$ cat src/rtl/muldiv_sequencer.sv
// Multi-cycle signed MULT/DIV sequencer that owns the HI/LO registers.
// Optional feature: define MULDIV_FAST_ZERO_EN to skip iteration when an operand is zero.
module muldiv_sequencer #(
  parameter int WIDTH = 32
) (
  input  logic             clk,
  input  logic             reset,
  input  logic             start_mult,
  input  logic             start_div,
  input  logic [WIDTH-1:0] a_in,
  input  logic [WIDTH-1:0] b_in,
  output logic             busy,
  output logic             done,
  output logic             div_zero,
  output logic [WIDTH-1:0] hi_out,
  output logic [WIDTH-1:0] lo_out
);

  localparam int CW = $clog2(WIDTH + 1);

  typedef enum logic [2:0] {
    S_IDLE,
    S_MULT,
    S_DIV,
    S_DONE,
    S_DZERO
  } state_t;

  state_t state_q, state_d;

  // Shared iteration registers: acc is the Booth accumulator (one guard bit)
  // or the division remainder; shr is the multiplier or the dividend/quotient.
  logic [WIDTH:0]   acc;
  logic [WIDTH-1:0] shr;
  logic [WIDTH-1:0] opnd;
  logic             booth_q1;
  logic             neg_q;
  logic             neg_r;
  logic [CW-1:0]    count;
  logic             last_step;

  logic             fast_mult;
  logic             fast_div;

`ifdef MULDIV_FAST_ZERO_EN
  assign fast_mult = (a_in == '0) || (b_in == '0);
  assign fast_div  = (a_in == '0);
`else
  assign fast_mult = 1'b0;
  assign fast_div  = 1'b0;
`endif

  assign last_step = (count == CW'(1));

  // Radix-2 Booth step followed by an arithmetic shift of {acc, shr, q1}.
  logic [WIDTH:0]   opnd_ext;
  logic [WIDTH:0]   booth_sum;
  logic [WIDTH:0]   mult_acc;
  logic [WIDTH-1:0] mult_shr;

  assign opnd_ext = {opnd[WIDTH-1], opnd};

  always_comb begin
    // NOTE: every combinational output gets a default first so no path leaves it unassigned and infers a latch.
    booth_sum = acc;
    case ({shr[0], booth_q1})
      2'b01:   booth_sum = acc + opnd_ext;
      2'b10:   booth_sum = acc - opnd_ext;
      default: booth_sum = acc;
    endcase
  end

  assign mult_acc = {booth_sum[WIDTH], booth_sum[WIDTH:1]};
  assign mult_shr = {booth_sum[0], shr[WIDTH-1:1]};

  // Restoring division step on magnitudes: the remainder always stays below the divisor.
  logic [WIDTH:0]   div_shift;
  logic             div_ge;
  logic [WIDTH-1:0] div_rem;
  logic [WIDTH-1:0] div_quo;

  assign div_shift = {acc[WIDTH-1:0], shr[WIDTH-1]};
  assign div_ge    = (div_shift >= {1'b0, opnd});
  assign div_rem   = div_ge ? WIDTH'(div_shift - {1'b0, opnd}) : div_shift[WIDTH-1:0];
  assign div_quo   = {shr[WIDTH-2:0], div_ge};

  // Next state and control outputs.
  always_comb begin
    state_d  = state_q;
    busy     = 1'b0;
    done     = 1'b0;
    div_zero = 1'b0;
    case (state_q)
      S_IDLE: begin
        if (start_mult) begin
          state_d = fast_mult ? S_DONE : S_MULT;
        end else if (start_div) begin
          if (b_in == '0)    state_d = S_DZERO;
          else if (fast_div) state_d = S_DONE;
          else               state_d = S_DIV;
        end
      end
      S_MULT: begin
        busy = 1'b1;
        if (last_step) state_d = S_DONE;
      end
      S_DIV: begin
        busy = 1'b1;
        if (last_step) state_d = S_DONE;
      end
      S_DONE: begin
        busy    = 1'b1;
        done    = 1'b1;
        state_d = S_IDLE;
      end
      S_DZERO: begin
        div_zero = 1'b1;
        state_d  = S_IDLE;
      end
      default: state_d = S_IDLE;
    endcase
  end

  // HI/LO are written only on entry to DONE, so partial results never leak.
  logic             res_load;
  logic [WIDTH-1:0] res_hi;
  logic [WIDTH-1:0] res_lo;

  always_comb begin
    res_load = 1'b0;
    res_hi   = '0;
    res_lo   = '0;
    if (state_q == S_IDLE && state_d == S_DONE) begin
      res_load = 1'b1;
    end else if (state_q == S_MULT && last_step) begin
      res_load = 1'b1;
      res_hi   = mult_acc[WIDTH-1:0];
      res_lo   = mult_shr;
    end else if (state_q == S_DIV && last_step) begin
      res_load = 1'b1;
      res_hi   = neg_r ? -div_rem : div_rem;
      res_lo   = neg_q ? -div_quo : div_quo;
    end
  end

  always_ff @(posedge clk or negedge reset) begin
    if (!reset) begin
      state_q <= S_IDLE;
    end else begin
      // NOTE: sequential state uses non-blocking assignments so every register samples pre-edge values.
      state_q <= state_d;
    end
  end

  always_ff @(posedge clk or negedge reset) begin
    if (!reset) begin
      acc      <= '0;
      shr      <= '0;
      opnd     <= '0;
      booth_q1 <= 1'b0;
      neg_q    <= 1'b0;
      neg_r    <= 1'b0;
      count    <= '0;
      hi_out   <= '0;
      lo_out   <= '0;
    end else begin
      case (state_q)
        S_IDLE: begin
          if (state_d == S_MULT) begin
            acc      <= '0;
            shr      <= b_in;
            opnd     <= a_in;
            booth_q1 <= 1'b0;
            count    <= CW'(WIDTH);
          end else if (state_d == S_DIV) begin
            acc   <= '0;
            shr   <= a_in[WIDTH-1] ? -a_in : a_in;
            opnd  <= b_in[WIDTH-1] ? -b_in : b_in;
            neg_q <= a_in[WIDTH-1] ^ b_in[WIDTH-1];
            neg_r <= a_in[WIDTH-1];
            count <= CW'(WIDTH);
          end
        end
        S_MULT: begin
          acc      <= mult_acc;
          shr      <= mult_shr;
          booth_q1 <= shr[0];
          count    <= count - CW'(1);
        end
        S_DIV: begin
          acc   <= {1'b0, div_rem};
          shr   <= div_quo;
          count <= count - CW'(1);
        end
        default: ;
      endcase
      if (res_load) begin
        hi_out <= res_hi;
        lo_out <= res_lo;
      end
    end
  end

endmodule
$ cat config.mk
export PLATFORM = sky130hd
export DESIGN_NAME = muldiv_sequencer
export DESIGN_NICKNAME = d
export VERILOG_FILES = /design/src/rtl/muldiv_sequencer.sv
export SDC_FILE = /design/constraint.sdc
export NUM_CORES = 1
export LEC_CHECK = 0
export ABC_AREA = 1
export BUFFER_PORTS_ARGS = -buffer_cell sky130_fd_sc_hd__buf_2
export CAP_MARGIN = 20
export CORE_AREA = 2 2 242 244
export CTS_CLUSTER_SIZE = 16
export DETAILED_ROUTE_END_ITERATION = 6
export DIE_AREA = 0 0 244 246
export SYNTH_ARGS = -nofsm -noshare
export SYNTH_HDL_FRONTEND = slang
export SYNTH_SLANG_ARGS = --single-unit
$ cat constraint.sdc
create_clock -name clk -period 8 [get_ports clk]
set_input_delay 1.2 -clock clk [delete_from_list [all_inputs] [get_ports clk]]
set_output_delay 1.2 -clock clk [all_outputs]
set_load 0.1 [all_outputs]
==> run_results.csv <==
group,metric,value,unit
placement,gp_congestion,1.01,
synthesis,synth_fp_nets,2910,
synthesis,synth.area.top_cells,"dfrtp_1 25%, nand2_1 17%, inv_1 7.9%, nor2_1 6.5%, o21ai_0 5.6%",
worst_hold_path,holdPathStages,2,
global_routing,grt_max_degree,103,
route,drcViolationCount,0,
final_layout,area_delta_synth_final,11.8,%
synthesis,ys_async_sr_fraction,1.00,
clock_network,cts_tree,"built",
die,die_w,244,microns
die,die_area,0.0600,sq mm
route,drtIter0Drc,1688,
synthesis,ys_seq_elements,173,
worst_setup_path,crit_buf_inv,2,
global_routing,grt_use_total,0.225,
timing,tightestPinTransition,1.02,ns
die,coreArea,0.0574,sq mm
run,maxCapViolCount,0,
route,dr_wl_met2,30600,microns
clock_network,numCtsBuffers,17,
clock_network,htree_levels,4,
synthesis,yosysMostFrequentCell,"nand2_1",
worst_setup_path,slowest_delay,0.45,ns
worst_setup_path,worst_ep_required_time,8.41,ns
die,rows,88,
clock_network,ctsHoldBuffers,0,
placement,hpwl,54300,microns
global_routing,grt-ovfl-total,0,
worst_setup_path,path_common_cell,"nand2_1",
outcome,outcome,"completed",
worst_setup_path,critical-path-top-delay-family,"simple AND/OR/NAND/NOR gates",
timing,clock.fmax,185,MHz
clock_network,ctsRootBufferMaster,"clkbuf_16",
final_layout,layout-drive-gt1-share,0.0879,
clock_network,clk_pin_slew,0.07,ns
worst_setup_path,crit_slowest_cell,"inv_2",
route,ant_nets,0,
synthesis,avgSynthCellArea,6.18,sq um
clock_network,cts_buffer_depth,2,
synthesis,synth_area_leader_cell,"dfrtp_1",
timing,period_share,0.675,
timing,skew,0.0207,ns
synthesis,synth_edf_count,0,
synthesis,yosysWarnings,0,
route,first_pass_iters,5,
route,wl_met3,4440,microns
worst_hold_path,hold_class,"reg -> reg",
route,drt-total-wl,67900,microns
worst_setup_path,cp.arrival,5.81,ns
die,initial_core_util,0.298,
timing,slew_violations,0,
synthesis,yosys.cell_types.count,54,
synthesis,synth_top_area_frac,0.253,
route,wl_met1,30100,microns
timing,setup_viol,0,
worst_setup_path,path_max_fanout,41,
global_routing,grt_pass1_wl,105000,microns
clock_network,cts_setup_buffers,0,
route,top_layer,"met5",
die,num_io_pins,135,
route,post_drt_wl_per_cell,18.7,microns
timing,max-slew-margin-rel,0.321,
route,vias,18800,
worst_setup_path,critical_path.startpoint_type,"flip-flop",
synthesis,syn_area,0.0171,sq mm
synthesis,syn_inst,2768,
timing,fin_crit,5.40,ns
die,fp.dieH,246,microns
worst_setup_path,cp-end-kind,"flip-flop",
worst_setup_path,setup.worst_path.class,"reg -> reg",
final_layout,fill_cells,6420,
timing,finalHoldViolations,0,
timing,fin_setup_tns,0,ns
route,via_per_inst,5.19,
timing,grt_setup_unrepaired,"false",
global_routing,grt_pass1_vias,17900,
synthesis,ys_top_cells_by_count,"796 x nand2_1, 359 x inv_1, 295 x nor2_1",
placement,portBuffers,134,
worst_setup_path,worst_r2r_path_depth,26,
final_layout,fin_nets,2983,
synthesis,seq_area_frac_synth,0.253,
clock_network,cts_resized,0,
worst_setup_path,cp.depth,26,
synthesis,yosys_most_used_dff,"dfrtp_1",
clock_network,insertion_delay,0.47,ns
clock_network,cts_num_sinks,173,
global_routing,antenna_found_initial,4,
-- final timing paths --
path	start	end	slack, ns
worst max-delay path	opnd[26]	lo_out[26]	2.60
worst min-delay path	hi_out[17]	hi_out[17]	0.48
worst max register to register	opnd[26]	lo_out[26]	2.60
worst min register to register	hi_out[17]	hi_out[17]	0.48
max in group asynchronous	reset	lo_out[7]	5.69
min in group asynchronous	reset	acc[26]	0.79
-- final cells by class --
| cell class | count | area, sq um | area share |
|---|---|---|---|
| Multi-Input combinational cell | 2128 | 11000 | 0.575 |
| Clock buffer | 20 | 457 | 0.0239 |
| Timing Repair Buffer | 153 | 822 | 0.0430 |
| Sequential cell | 173 | 4330 | 0.226 |
| Tap cell | 765 | 957 | 0.0500 |
| Clock inverter | 12 | 171 | 0.00896 |
| Inverter | 368 | 1380 | 0.0722 |
| Antenna cell | 1 | 2.50 | 0.000131 |
-- registers in the layout, indices dropped and copies added (netlist names), 3 cells and up --
register and count:
acc 33, count 6, hi_out 32, lo_out 32
opnd 32, shr 32, state_q 3
-- tightest hold or removal path, delay by kind of cell, from the launching register on --
family | cells | cell delay, ns
DFF | 1 | 0.34
and+or+nand+nor | 2 | 0.11
-- placed cells by master, fill, tap and decap left out, types with 10 or more instances in the layout --
cell type,n
a21oi_1,122
a31oi_1,48
buf_2,133
buf_4,19
clkbuf_16,17
dfrtp_1,173
ha_1,72
inv_1,358
nand2_1,795
nand2_2,10
nand3_1,161
nand4_1,32
nor2_1,292
nor2_2,10
nor3_1,31
o211ai_1,44
o21ai_0,191
o21ai_1,23
o21bai_1,11
o221ai_1,34
o22ai_1,36
or2_2,15
xnor2_1,13
xor2_1,91
-- stage by stage --
step                      setup slack, ns  cell area [sq um]  std cells  hold slack, ns   util
after CTS                            2.72              19100       3619           0.483  0.333
after detailed placement             2.77              18500       3587           0.464  0.322
final                                2.60              19100       3620           0.478  0.333
after floorplan                      3.93              17100       2768           0.449      -
after global routing                 1.95              19100       3619           0.496  0.333
after global placement               2.74              18500       3587           0.458  0.322
-- routing by layer --
| layer | GRT usage | up-vias |
|---|---|---|
| li1 | - | 9228 |
| met1 | 0.299 | 8708 |
| met2 | 0.364 | 701 |
| met3 | 0.0371 | 143 |
| met4 | 0.0918 | 2 |
| met5 | 0 | - |
-- cell families (layout without fill, tap and decap cells) --
family                   after synthesis  in the layout  synth area share
multiplexers                           1              1          0.000585
adder cells (fa/ha/maj)               74             74            0.0550
buffers and inverters                467            553             0.106
other                                  0              1                 0
AND/OR/NAND/NOR                     1395           1395             0.341
AO/OA/AOI/OAI                        554            554             0.191
flip-flops                           173            173             0.253
XOR/XNOR                             104            104            0.0532
Power is not shown: default switching activity piles up to over one toggle a cycle in this logic, so the estimate is an artifact.
